## src/rtl/aeolus_defs_pkg.sv

```systemverilog
// Shared definitions for the Aeolus control unit: opcodes, FSM states, accSrc codes.
// Optional single-step mode is enabled with the AEOLUS_SINGLE_STEP_EN macro.
package aeolus_defs_pkg;

  localparam int unsigned OP_W    = 4;
  localparam int unsigned CNT_W   = 4;
  localparam int unsigned SRC_W   = 2;

  localparam logic [OP_W-1:0] OP_NOP = 4'h0;
  localparam logic [OP_W-1:0] OP_LDA = 4'h1;
  localparam logic [OP_W-1:0] OP_STA = 4'h2;
  localparam logic [OP_W-1:0] OP_ADD = 4'h3;
  localparam logic [OP_W-1:0] OP_SUB = 4'h4;
  localparam logic [OP_W-1:0] OP_AND = 4'h5;
  localparam logic [OP_W-1:0] OP_OR  = 4'h6;
  localparam logic [OP_W-1:0] OP_XOR = 4'h7;
  localparam logic [OP_W-1:0] OP_NOT = 4'h8;
  localparam logic [OP_W-1:0] OP_IN  = 4'h9;
  localparam logic [OP_W-1:0] OP_OUT = 4'hA;
  localparam logic [OP_W-1:0] OP_JMP = 4'hB;
  localparam logic [OP_W-1:0] OP_JZ  = 4'hC;
  localparam logic [OP_W-1:0] OP_JC  = 4'hD;
  localparam logic [OP_W-1:0] OP_SHL = 4'hE;
  localparam logic [OP_W-1:0] OP_HLT = 4'hF;

  localparam logic [SRC_W-1:0] ACC_SRC_ALU = 2'b00;
  localparam logic [SRC_W-1:0] ACC_SRC_MEM = 2'b01;
  localparam logic [SRC_W-1:0] ACC_SRC_SW  = 2'b10;

  typedef enum logic [2:0] {
    ST_FETCH  = 3'd0,
    ST_DECODE = 3'd1,
    ST_MEM    = 3'd2,
    ST_STORE  = 3'd3,
    ST_WB     = 3'd4,
    ST_EXEC   = 3'd5,
    ST_HALT   = 3'd6,
    ST_ERROR  = 3'd7
  } state_t;

  // Instructions that read a memory operand before write-back.
  function automatic logic needs_operand(input logic [OP_W-1:0] op);
    return (op == OP_LDA) || (op == OP_ADD) || (op == OP_SUB) ||
           (op == OP_AND) || (op == OP_OR)  || (op == OP_XOR);
  endfunction

endpackage

```

## src/rtl/aeolus_ack_watchdog.sv

```systemverilog
// Memory ack watchdog: counts unacknowledged request cycles and flags a timeout.
// A limit of 0 disables the timeout. Used by aeolus_control_unit (AEOLUS_SINGLE_STEP_EN aware via clear).
module aeolus_ack_watchdog
  import aeolus_defs_pkg::*;
#(
  parameter int unsigned ACK_TIMEOUT = 15
) (
  input  logic clk,
  input  logic reset,
  input  logic i_mem_req,
  input  logic i_mem_ack,
  input  logic i_clear,
  output logic o_timeout
);

  localparam bit              WD_EN = (ACK_TIMEOUT != 0);
  localparam logic [CNT_W-1:0] LIMIT = CNT_W'(ACK_TIMEOUT - 1);

  logic [CNT_W-1:0] r_count;
  logic             w_waiting;

  assign w_waiting = i_mem_req & ~i_mem_ack;

  // Wait counter: cleared on phase entry, advanced on every unacknowledged request cycle.
  always_ff @(posedge clk) begin
    if (reset || i_clear) begin
      r_count <= '0;
    end else if (w_waiting) begin
      r_count <= r_count + CNT_W'(1);
    end
  end

  // Timeout fires in the cycle the count would reach the limit; a same-cycle ack suppresses it.
  assign o_timeout = WD_EN && w_waiting && (r_count == LIMIT);

endmodule

```

## src/rtl/aeolus_control_unit.sv

```systemverilog
// Aeolus 8-bit CPU multi-cycle control unit: fetch/decode/mem/store/wb/exec sequencing.
// Define AEOLUS_SINGLE_STEP_EN to add the stepPulse input and single-instruction stepping.
module aeolus_control_unit
  import aeolus_defs_pkg::*;
#(
  parameter int unsigned ACK_TIMEOUT = 15
) (
  input  logic       boardCLK,
  input  logic       reset,
`ifdef AEOLUS_SINGLE_STEP_EN
  input  logic       stepPulse,
`endif
  input  logic [3:0] opcode,
  input  logic       zeroFlag,
  input  logic       carryFlag,
  input  logic       memAck,
  output logic       memReq,
  output logic       memWe,
  output logic       addrSel,
  output logic       irLoad,
  output logic       pcInc,
  output logic       pcLoad,
  output logic       accLoad,
  output logic       flagsLoad,
  output logic       outLoad,
  output logic [1:0] accSrc,
  output logic [3:0] aluOp,
  output logic       halted,
  output logic       busError
);

  state_t           r_state;
  state_t           w_state_next;

  logic             w_fetch_go;
  logic             w_mem_req;
  logic             w_mem_we;
  logic             w_addr_sel;
  logic             w_ir_load;
  logic             w_pc_inc;
  logic             w_pc_load;
  logic             w_acc_load;
  logic             w_flags_load;
  logic             w_out_load;
  logic [SRC_W-1:0] w_acc_src;
  logic [OP_W-1:0]  w_alu_op;
  logic             w_halted;
  logic             w_bus_error;
  logic             w_timeout;
  logic             w_wd_clear;
  logic             w_step_wait;

`ifdef AEOLUS_SINGLE_STEP_EN
  logic r_step_pending;
  logic w_fetch_ack;

  assign w_fetch_ack = (r_state == ST_FETCH) & w_mem_req & memAck;

  // Step latch: armed by stepPulse, consumed by the instruction fetch ack.
  always_ff @(posedge boardCLK) begin
    if (reset) begin
      r_step_pending <= 1'b0;
    end else begin
      r_step_pending <= stepPulse | (r_step_pending & ~w_fetch_ack);
    end
  end

  assign w_fetch_go = r_step_pending;
`else
  assign w_fetch_go = 1'b1;
`endif

  // Memory request depends only on state so the watchdog timeout has no path back into it.
  assign w_mem_req = ((r_state == ST_FETCH) & w_fetch_go) |
                     (r_state == ST_MEM) | (r_state == ST_STORE);

  assign w_step_wait = (r_state == ST_FETCH) & ~w_fetch_go;
  assign w_wd_clear  = (w_state_next != r_state) | w_step_wait;

  aeolus_ack_watchdog #(
    .ACK_TIMEOUT(ACK_TIMEOUT)
  ) u_watchdog (
    .clk      (boardCLK),
    .reset    (reset),
    .i_mem_req(w_mem_req),
    .i_mem_ack(memAck),
    .i_clear  (w_wd_clear),
    .o_timeout(w_timeout)
  );

  // State register.
  always_ff @(posedge boardCLK) begin
    if (reset) begin
      r_state <= ST_FETCH;
    end else begin
      r_state <= w_state_next;
    end
  end

  // Next-state and strobe decode.
  always_comb begin
    w_state_next = r_state;
    w_mem_we     = 1'b0;
    w_addr_sel   = 1'b0;
    w_ir_load    = 1'b0;
    w_pc_inc     = 1'b0;
    w_pc_load    = 1'b0;
    w_acc_load   = 1'b0;
    w_flags_load = 1'b0;
    w_out_load   = 1'b0;
    w_acc_src    = ACC_SRC_ALU;
    w_alu_op     = '0;
    w_halted     = 1'b0;
    w_bus_error  = 1'b0;

    case (r_state)
      ST_FETCH: begin
        if (w_fetch_go) begin
          if (memAck) begin
            w_ir_load    = 1'b1;
            w_pc_inc     = 1'b1;
            w_state_next = ST_DECODE;
          end else if (w_timeout) begin
            w_state_next = ST_ERROR;
          end
        end
      end
      ST_DECODE: begin
        if (needs_operand(opcode)) begin
          w_state_next = ST_MEM;
        end else if (opcode == OP_STA) begin
          w_state_next = ST_STORE;
        end else begin
          w_state_next = ST_EXEC;
        end
      end
      ST_MEM: begin
        w_addr_sel = 1'b1;
        if (memAck) begin
          w_state_next = ST_WB;
        end else if (w_timeout) begin
          w_state_next = ST_ERROR;
        end
      end
      ST_STORE: begin
        w_mem_we   = 1'b1;
        w_addr_sel = 1'b1;
        if (memAck) begin
          w_state_next = ST_FETCH;
        end else if (w_timeout) begin
          w_state_next = ST_ERROR;
        end
      end
      ST_WB: begin
        w_acc_load   = 1'b1;
        w_alu_op     = opcode;
        w_state_next = ST_FETCH;
        if (opcode == OP_LDA) begin
          w_acc_src = ACC_SRC_MEM;
        end else begin
          w_flags_load = 1'b1;
        end
      end
      ST_EXEC: begin
        w_alu_op     = opcode;
        w_state_next = ST_FETCH;
        case (opcode)
          OP_NOT, OP_SHL: begin
            w_acc_load   = 1'b1;
            w_flags_load = 1'b1;
          end
          OP_IN: begin
            w_acc_load = 1'b1;
            w_acc_src  = ACC_SRC_SW;
          end
          OP_OUT: w_out_load   = 1'b1;
          OP_JMP: w_pc_load    = 1'b1;
          OP_JZ:  w_pc_load    = zeroFlag;
          OP_JC:  w_pc_load    = carryFlag;
          OP_HLT: w_state_next = ST_HALT;
          default: ;
        endcase
      end
      ST_HALT:  w_halted    = 1'b1;
      ST_ERROR: w_bus_error = 1'b1;
      default:  w_state_next = ST_FETCH;
    endcase
  end

  // Reset masks every output so no strobe leaks out of an aborted instruction.
  assign memReq    = w_mem_req    & ~reset;
  assign memWe     = w_mem_we     & ~reset;
  assign addrSel   = w_addr_sel   & ~reset;
  assign irLoad    = w_ir_load    & ~reset;
  assign pcInc     = w_pc_inc     & ~reset;
  assign pcLoad    = w_pc_load    & ~reset;
  assign accLoad   = w_acc_load   & ~reset;
  assign flagsLoad = w_flags_load & ~reset;
  assign outLoad   = w_out_load   & ~reset;
  assign accSrc    = w_acc_src    & {SRC_W{~reset}};
  assign aluOp     = w_alu_op     & {OP_W{~reset}};
  assign halted    = w_halted     & ~reset;
  assign busError  = w_bus_error  & ~reset;

endmodule

```

## config.mk

```make
export PLATFORM = sky130hd
export DESIGN_NAME = aeolus_control_unit
export DESIGN_NICKNAME = d
export VERILOG_FILES = /design/src/rtl/aeolus_defs_pkg.sv /design/src/rtl/aeolus_ack_watchdog.sv /design/src/rtl/aeolus_control_unit.sv
export SDC_FILE = /design/constraint.sdc
export NUM_CORES = 1
export LEC_CHECK = 0
export ABC_AREA = 1
export BUFFER_PORTS_ARGS = -buffer_cell sky130_fd_sc_hd__buf_2
export CORE_MARGIN = 10
export CORE_UTILIZATION = 30
export CTS_CLUSTER_SIZE = 24
export DETAILED_ROUTE_END_ITERATION = 6
export PLACE_DENSITY_LB_ADDON = 0.1
export SLEW_MARGIN = 5
export SYNTH_ARGS = -nofsm -noshare
export SYNTH_HDL_FRONTEND = slang
export SYNTH_HIERARCHICAL = 1
export SYNTH_SLANG_ARGS = --single-unit
```

## constraint.sdc

```tcl
create_clock -name boardCLK -period 4.05 [get_ports boardCLK]
set_input_delay 0 -clock boardCLK [delete_from_list [all_inputs] [get_ports boardCLK]]
set_output_delay 0 -clock boardCLK [all_outputs]
set_load 0.1 [all_outputs]
```

=== After elaboration in Yosys (flattened, before gate mapping) ===
Cells that the tools add are included.

* Add/subtract/negate cells: 1
* Mux-type cells: 27
* Eq/ne operators: 24
* Bitwise logic cells: 17
* Reduce and logical (&&, ||, !) cells: 12

{| class="wikitable"
|+ Operators with widths
! cell !! count
|-
| == test 4 bit (second input constant) || 9
|-
| 2-to-1 mux 3 bit || 7
|-
| case mux 3 bit (6 select lines) || 1
|-
| == test 4 x 3 -> 1 bit (second input constant) || 4
|-
| 2-to-1 mux 1 bit || 13
|-
| == test 3 bit (second input constant) || 4
|-
| bitwise AND 1 bit || 11
|-
| == test 4 x 2 -> 1 bit (second input constant) || 2
|-
| == test 3 x 2 -> 1 bit (second input constant) || 2
|-
| logical OR 1 bit || 6
|-
| OR reduction 2 bit || 3
|-
| adder 4 x 1 -> 4 bit (second input constant) || 1
|-
| bitwise AND 4 bit || 1
|-
| == test 4 x 1 -> 1 bit (second input constant) || 1
|-
| 2-to-1 mux 4 bit || 1
|-
| case mux 1 bit (2 select lines) || 2
|-
| case mux 2 bit (2 select lines) || 1
|-
| == test 3 x 1 -> 1 bit (second input constant) || 1
|-
| logical NOT 3 bit || 1
|-
| inequality test 3 bit || 1
|-
| case mux 1 bit (3 select lines) || 1
|-
| OR reduction 3 bit || 1
|-
| bitwise AND 2 bit || 1
|-
| 2-to-1 mux 2 bit || 1
|-
| 3 further kinds || 5
|}

* Output and inout bits: 17
* Word-level logic and storage cells: 83
* Input bits: 9
* Bits in registers: 7

=== Longest topological paths before layout ===
* Depth in word-level cells: 10
* Gate-level depth with buffers: 18

=== Hierarchy ===
Netlist, hierarchy kept.

{| class="wikitable"
|+ By module, submodules not included
! module !! times used !! area each (um2) !! cells an instance
|-
| aeolus_control_unit || 1 || 548.0 || 104
|-
| aeolus_ack_watchdog || 1 || 210.2 || 30
|}

=== Worst setup path after synthesis ===
Ideal clock, no wire load.

* Path kind: reg2out
* Start: register r_state[2]
* End: output port memWe
* Stages on the path, launching flop included: 3
* Data arrival time: 3.370 ns
* Setup slack: 0.680 ns
* Path through: dfxtp_1 > buf_4 > nor4_1

* Word-level cells in the longest chain between the ends: 3

{| class="wikitable"
|+ RTL lines
! what !! RTL line !! RTL
|-
| start, declared || aeolus_control_unit.sv:32 || <nowiki>state_t r_state;</nowiki>
|-
| start signal, assigned || aeolus_control_unit.sv:96 || <nowiki>r_state <= w_state_next;</nowiki>
|-
| == test 3 x 2 -> 1 bit || aeolus_control_unit.sv:116 || <nowiki>case (r_state)</nowiki>
|-
| 2-to-1 mux 1 bit || aeolus_control_unit.sv:116 ||
|-
| bitwise AND 1 bit || aeolus_control_unit.sv:192 || <nowiki>assign memWe = w_mem_we & ~reset;</nowiki>
|-
| end, declared || aeolus_control_unit.sv:18 || <nowiki>output logic memWe,</nowiki>
|}

Every way passes these cells.

=== Worst setup path after layout ===
* Start: register r_state[1]
* End: register u_watchdog.r_count[1]

* Word-level cells in the longest chain between the ends: 10

{| class="wikitable"
|+ RTL lines
! what !! RTL line !! RTL
|-
| == test 3 x 2 -> 1 bit / logical NOT 3 bit (equally long branches) || aeolus_control_unit.sv:75, aeolus_control_unit.sv:74 ||
|-
| OR 1 bit || aeolus_control_unit.sv:74 || <nowiki>assign w_mem_req = ((r_state == ST_FETCH) & w_fetch_go) |</nowiki>
|-
| OR 1 bit (*) || aeolus_control_unit.sv:75 || <nowiki>(r_state == ST_MEM) | (r_state == ST_STORE);</nowiki>
|-
| net w_mem_req || aeolus_control_unit.sv:36 || <nowiki>logic w_mem_req;</nowiki>
|-
| bitwise AND 1 bit (*) || aeolus_ack_watchdog.sv:22 || <nowiki>assign w_waiting = i_mem_req & ~i_mem_ack;</nowiki>
|-
| logical AND 1 bit (*) || aeolus_ack_watchdog.sv:34 || <nowiki>assign o_timeout = WD_EN && w_waiting && (r_count == LIMIT);</nowiki>
|-
| net w_timeout || aeolus_control_unit.sv:49 || <nowiki>logic w_timeout;</nowiki>
|-
| 2-to-1 mux 3 bit (*) || aeolus_control_unit.sv:123, aeolus_control_unit.sv:141, aeolus_control_unit.sv:150 ||
|-
| 2-to-1 mux 3 bit (on tied branches) || aeolus_control_unit.sv:148, aeolus_control_unit.sv:119, aeolus_control_unit.sv:139 ||
|-
| case mux 3 bit (6 select lines) (*) || aeolus_control_unit.sv:116 ||
|-
| inequality test 3 bit (*) || aeolus_control_unit.sv:78 || <nowiki>assign w_wd_clear = (w_state_next != r_state) | w_step_wait;</nowiki>
|-
| net w_wd_clear || aeolus_control_unit.sv:50 || <nowiki>logic w_wd_clear;</nowiki>
|-
| logical OR 1 bit (*) || aeolus_ack_watchdog.sv:26 || <nowiki>if (reset || i_clear) begin</nowiki>
|-
| end signal, assigned || aeolus_ack_watchdog.sv:29 || <nowiki>r_count <= r_count + CNT_W'(1);</nowiki>
|-
| end, declared || aeolus_ack_watchdog.sv:19 || <nowiki>logic [CNT_W-1:0] r_count;</nowiki>
|}

The timed path passes the listed nets; every way through them passes the cells marked *.
A chain may end at the register's enable or synchronous reset.

==> results by group <==
Status
  – Result of the run: finished, final reports clean

Yosys
  – Number of distinct library cells after synthesis: 24
  – Total of flip-flops plus latches after synthesis: 7
  – Sequential share of the synthesized area: 18.5%
  – Gate Count Post-Synth: 134
  – Synthesized net count: 145
  – Average footprint of a synthesized cell: 5.66 um^2
  – Yosys synthesis warning count: 6
  – Cell area after synthesis: 758 um^2

Floorplan
  – Width of the die: 70.3 um
  – Boundary pin count: 26
  – Initial Util: 30.9%
  – Rows: 18
  – DIE AREA: 0.00494 mm^2
  – Placeable Area: 0.00245 mm^2
  – Die extent in y: 70.3 um

Timing
  – Final Skew: 0.00115 ns
  – RSZ-0062 raised after global routing: false
  – Final worst path period share: 59.1%
  – Worst slew slack as a fraction of its limit: 67.5%
  – Total count of max-transition violations in the final report: 0
  – Fmax: 0.418 GHz
  – Setup total negative slack: 0 ns
  – Shortest clock period the worst path allows after layout: 2.39 ns
  – Worst Max-Slew Pin Slew: 0.491 ns
  – Final setup fails: 0
  – Setup slack after layout: 1.66 ns
  – Number of endpoints with negative hold slack in the final report: 0

Setup path
  – Endpoint of the worst register-to-register path: u_watchdog/r_count[1]
  – Category of the worst setup path launch point: flip-flop
  – Critical path's top delay family: simple AND/OR/NAND/NOR gates
  – Data required time of the worst path: 4.23 ns
  – Highest fanout seen on the critical path: 9
  – Slowest-stage cell, CP: dfxtp_1
  – Buffering stage count on the worst path with inverters included: 3
  – Worst r2r src: r_state[1]
  – Max incr delay on CP: 0.60 ns
  – WS Path Type: flip-flop to flip-flop
  – Worst EP arrival: 2.58 ns
  – Setup crit end kind: flip-flop
  – Worst-case reg-to-reg path depth: 16
  – R2r setup slk: 1.66 ns
  – Ordered list of cells on the worst path: nor2_4 -> nor2_1 -> inv_1 -> nor2_2 -> inv_1 -> nor2_1 -> inv_1 -> nand2_1 -> nand4_1 -> nand3_1 -> nand2_1 -> nand2_1 -> nand3_2 -> nor2_1 -> o21ai_1 -> a21oi_1

Place
  – Detailed Place HPWL: 1820 um
  – Area after detailed placement: 891 um^2
  – Routability congestion estimate: 0.833
  – Port-buffer cells: 25
  – Worst-case setup slack after placement: 1.69 ns

Detailed routing
  – Final antenna-violating net count: 0
  – Average routed wire per standard cell: 11.7 um
  – Total wirelength of the detailed-routed design: 2210 um
  – Via count: 949
  – DRC violation total after the first TritonRoute iteration: 44
  – Average vias per placed instance: 5.02
  – Pre-Repair DR Iteration Count: 4
  – DRC viols: 0

Clock tree
  – Clk root buf: clkbuf_4
  – TritonCTS clock tree: yes
  – Maximum buffer depth of the clock tree: 2
  – Hold-fix buffers, CTS: 0
  – Buffers inserted by post-CTS timing repair: 0
  – Number of levels the H-tree was split into: 1
  – Clock edge transition at the registers on the reported setup and hold paths: 0.05 ns
  – Clock latency on the worst-skew pair: 0.25 ns
  – Num CTS Buffers: 3
  – Gates resized, CTS repair: 0
  – Clock sink count: 7

Pwr
  – Static leakage: 0.000483 uW
  – Maximum VDD drop: 0.000176 V
  – Power density over the cells: 353 mW/mm^2

Worst hold path
  – Worst Hold Class: primary input to flip-flop
  – Hold path cells: 2
  – Beginning of the worst hold path: reset
  – Worst hold path endpoint: r_state[0]

Global route
  – Pin count of the biggest net entering global routing: 13
  – GR met3 Demand/Resource: 2.82%
  – Total global routing track utilization: 8.91%
  – Antenna violations before repair: 0
  – Global Route met2 Usage: 13.9%
  – Wire length of the first global-routing pass: 3840 um
  – Remaining global-route overflow: 0
  – Busiest layer in global routing: met2
  – Vias in the first global route: 868
  – GR Layer Usage met1: 11.7%

Cells and area
  – Post-layout utilization of the core: 37.4%
  – Area overhead of the layout relative to synthesis: 21.0%
  – Non-Filler Cell Area, Final: 917 um^2
  – Layout filler cell count: 288
  – Proportion of layout cells with a drive suffix above 1: 25.8%
  – Layout Nets: 171
  – # diodes: 0

Flow run
  – Max Cap Viol: 0
[Yosys cell counts (all sizes together)]
| library cell | count | share of area, % |
|---|---|---|
| nand2 | 34 | 17 |
| nor2 | 25 | 14 |
| inv | 18 | 9.6 |
| nand3 | 17 | 13 |
| a21oi | 8 | 6.8 |
| dfxtp | 7 | 18 |
| nor3 | 6 | 4.0 |
| nand4 | 4 | 3.3 |
| a31oi | 3 | 2.5 |
| buf | 3 | 3.5 |
| o21ai | 3 | 2.0 |
| ha | 2 | 3.3 |
| nor4 | 2 | 1.6 |
| clkbuf | 1 | 0.49 |
| clkinv | 1 | 0.49 |
[per-layer routing]
metal	vias up	part of all wire, %
met2	28	44
met4	0	0
li1	484	-
met3	0	5.7
met5	-	0
met1	437	50
[worst reg2reg max path, cell delays in order (launching register included)]
cell and delay (ns):
dfxtp_1 0.60, nor2_4 0.09, nor2_1 0.13, inv_1 0.06, nor2_2 0.17, inv_1 0.09, nor2_1 0.13, inv_1 0.07
nand2_1 0.06, nand4_1 0.14, nand3_1 0.13, nand2_1 0.06, nand2_1 0.09, nand3_2 0.07, nor2_1 0.22, o21ai_1 0.10
a21oi_1 0.11
[cells by family (layout without fill, tap and decap cells)]
logic type | after synthesis | count (layout) | synth area share (%)
simple gates | 88 | 88 | 53.0
buf+inv | 23 | 48 | 14.0
compound gates | 14 | 14 | 11.2
flops | 7 | 7 | 18.5
fa+ha+maj | 2 | 2 | 3.30
[registers in the layout, indices dropped and copies added (netlist names)]
name / flops
r_state: 3
u_watchdog/r_count: 4
[area by class of cell]
class                      count  area, um^2  share of cell area [%]
timing repair buffer          25         125                    13.6
tap                           30        37.5                    4.09
multi-input combinational    104         512                    55.8
inverter                      19        76.3                    8.32
clock buffer                   4        26.3                    2.86
sequential                     7         140                    15.3
[where the power goes]
group          switching (uW)  total [uW]  internal, uW
clock network            25.9        63.5          37.6
logic                     129         171          41.8
registers                13.4        89.5          76.1
[metrics by stage]
stage	power, uW	std cells	hold slack, ns
floorplan	232	134	0.177
global route	354	189	0.0936
finish	324	189	0.103
detailed placement	261	185	0.353
global placement	263	185	0.344
CTS	327	189	0.0850
[how the worst max path moves through the flow]
| stage | from | endpoint | slack [ns] | cells past startpoint |
|---|---|---|---|---|
| after floorplan | r_state[2] | memWe | 0.68 | 2 |
| after global placement | r_state[1] | u_watchdog/r_count[1] | 1.67 | 16 |
| after CTS | r_state[1] | u_watchdog/r_count[1] | 1.68 | 16 |
| after global routing | r_state[1] | u_watchdog/r_count[2] | 1.32 | 16 |
| final | r_state[1] | u_watchdog/r_count[1] | 1.66 | 16 |
| after detailed placement | r_state[1] | u_watchdog/r_count[1] | 1.69 | 16 |
[cell usage in the layout (no fill, tap or decap), drive strengths merged]
cell type | Yosys | final
nand2 | 34 | 34
buf | 3 | 25
nor2 | 25 | 25
inv | 18 | 18
nand3 | 17 | 17
a21oi | 8 | 8
dfxtp | 7 | 7
nor3 | 6 | 6
nand4 | 4 | 4
clkbuf | 1 | 4
a31oi | 3 | 3
o21ai | 3 | 3
nor4 | 2 | 2
ha | 2 | 2
clkinv | 1 | 1
Note: power is estimated with default switching activity, not from simulation.
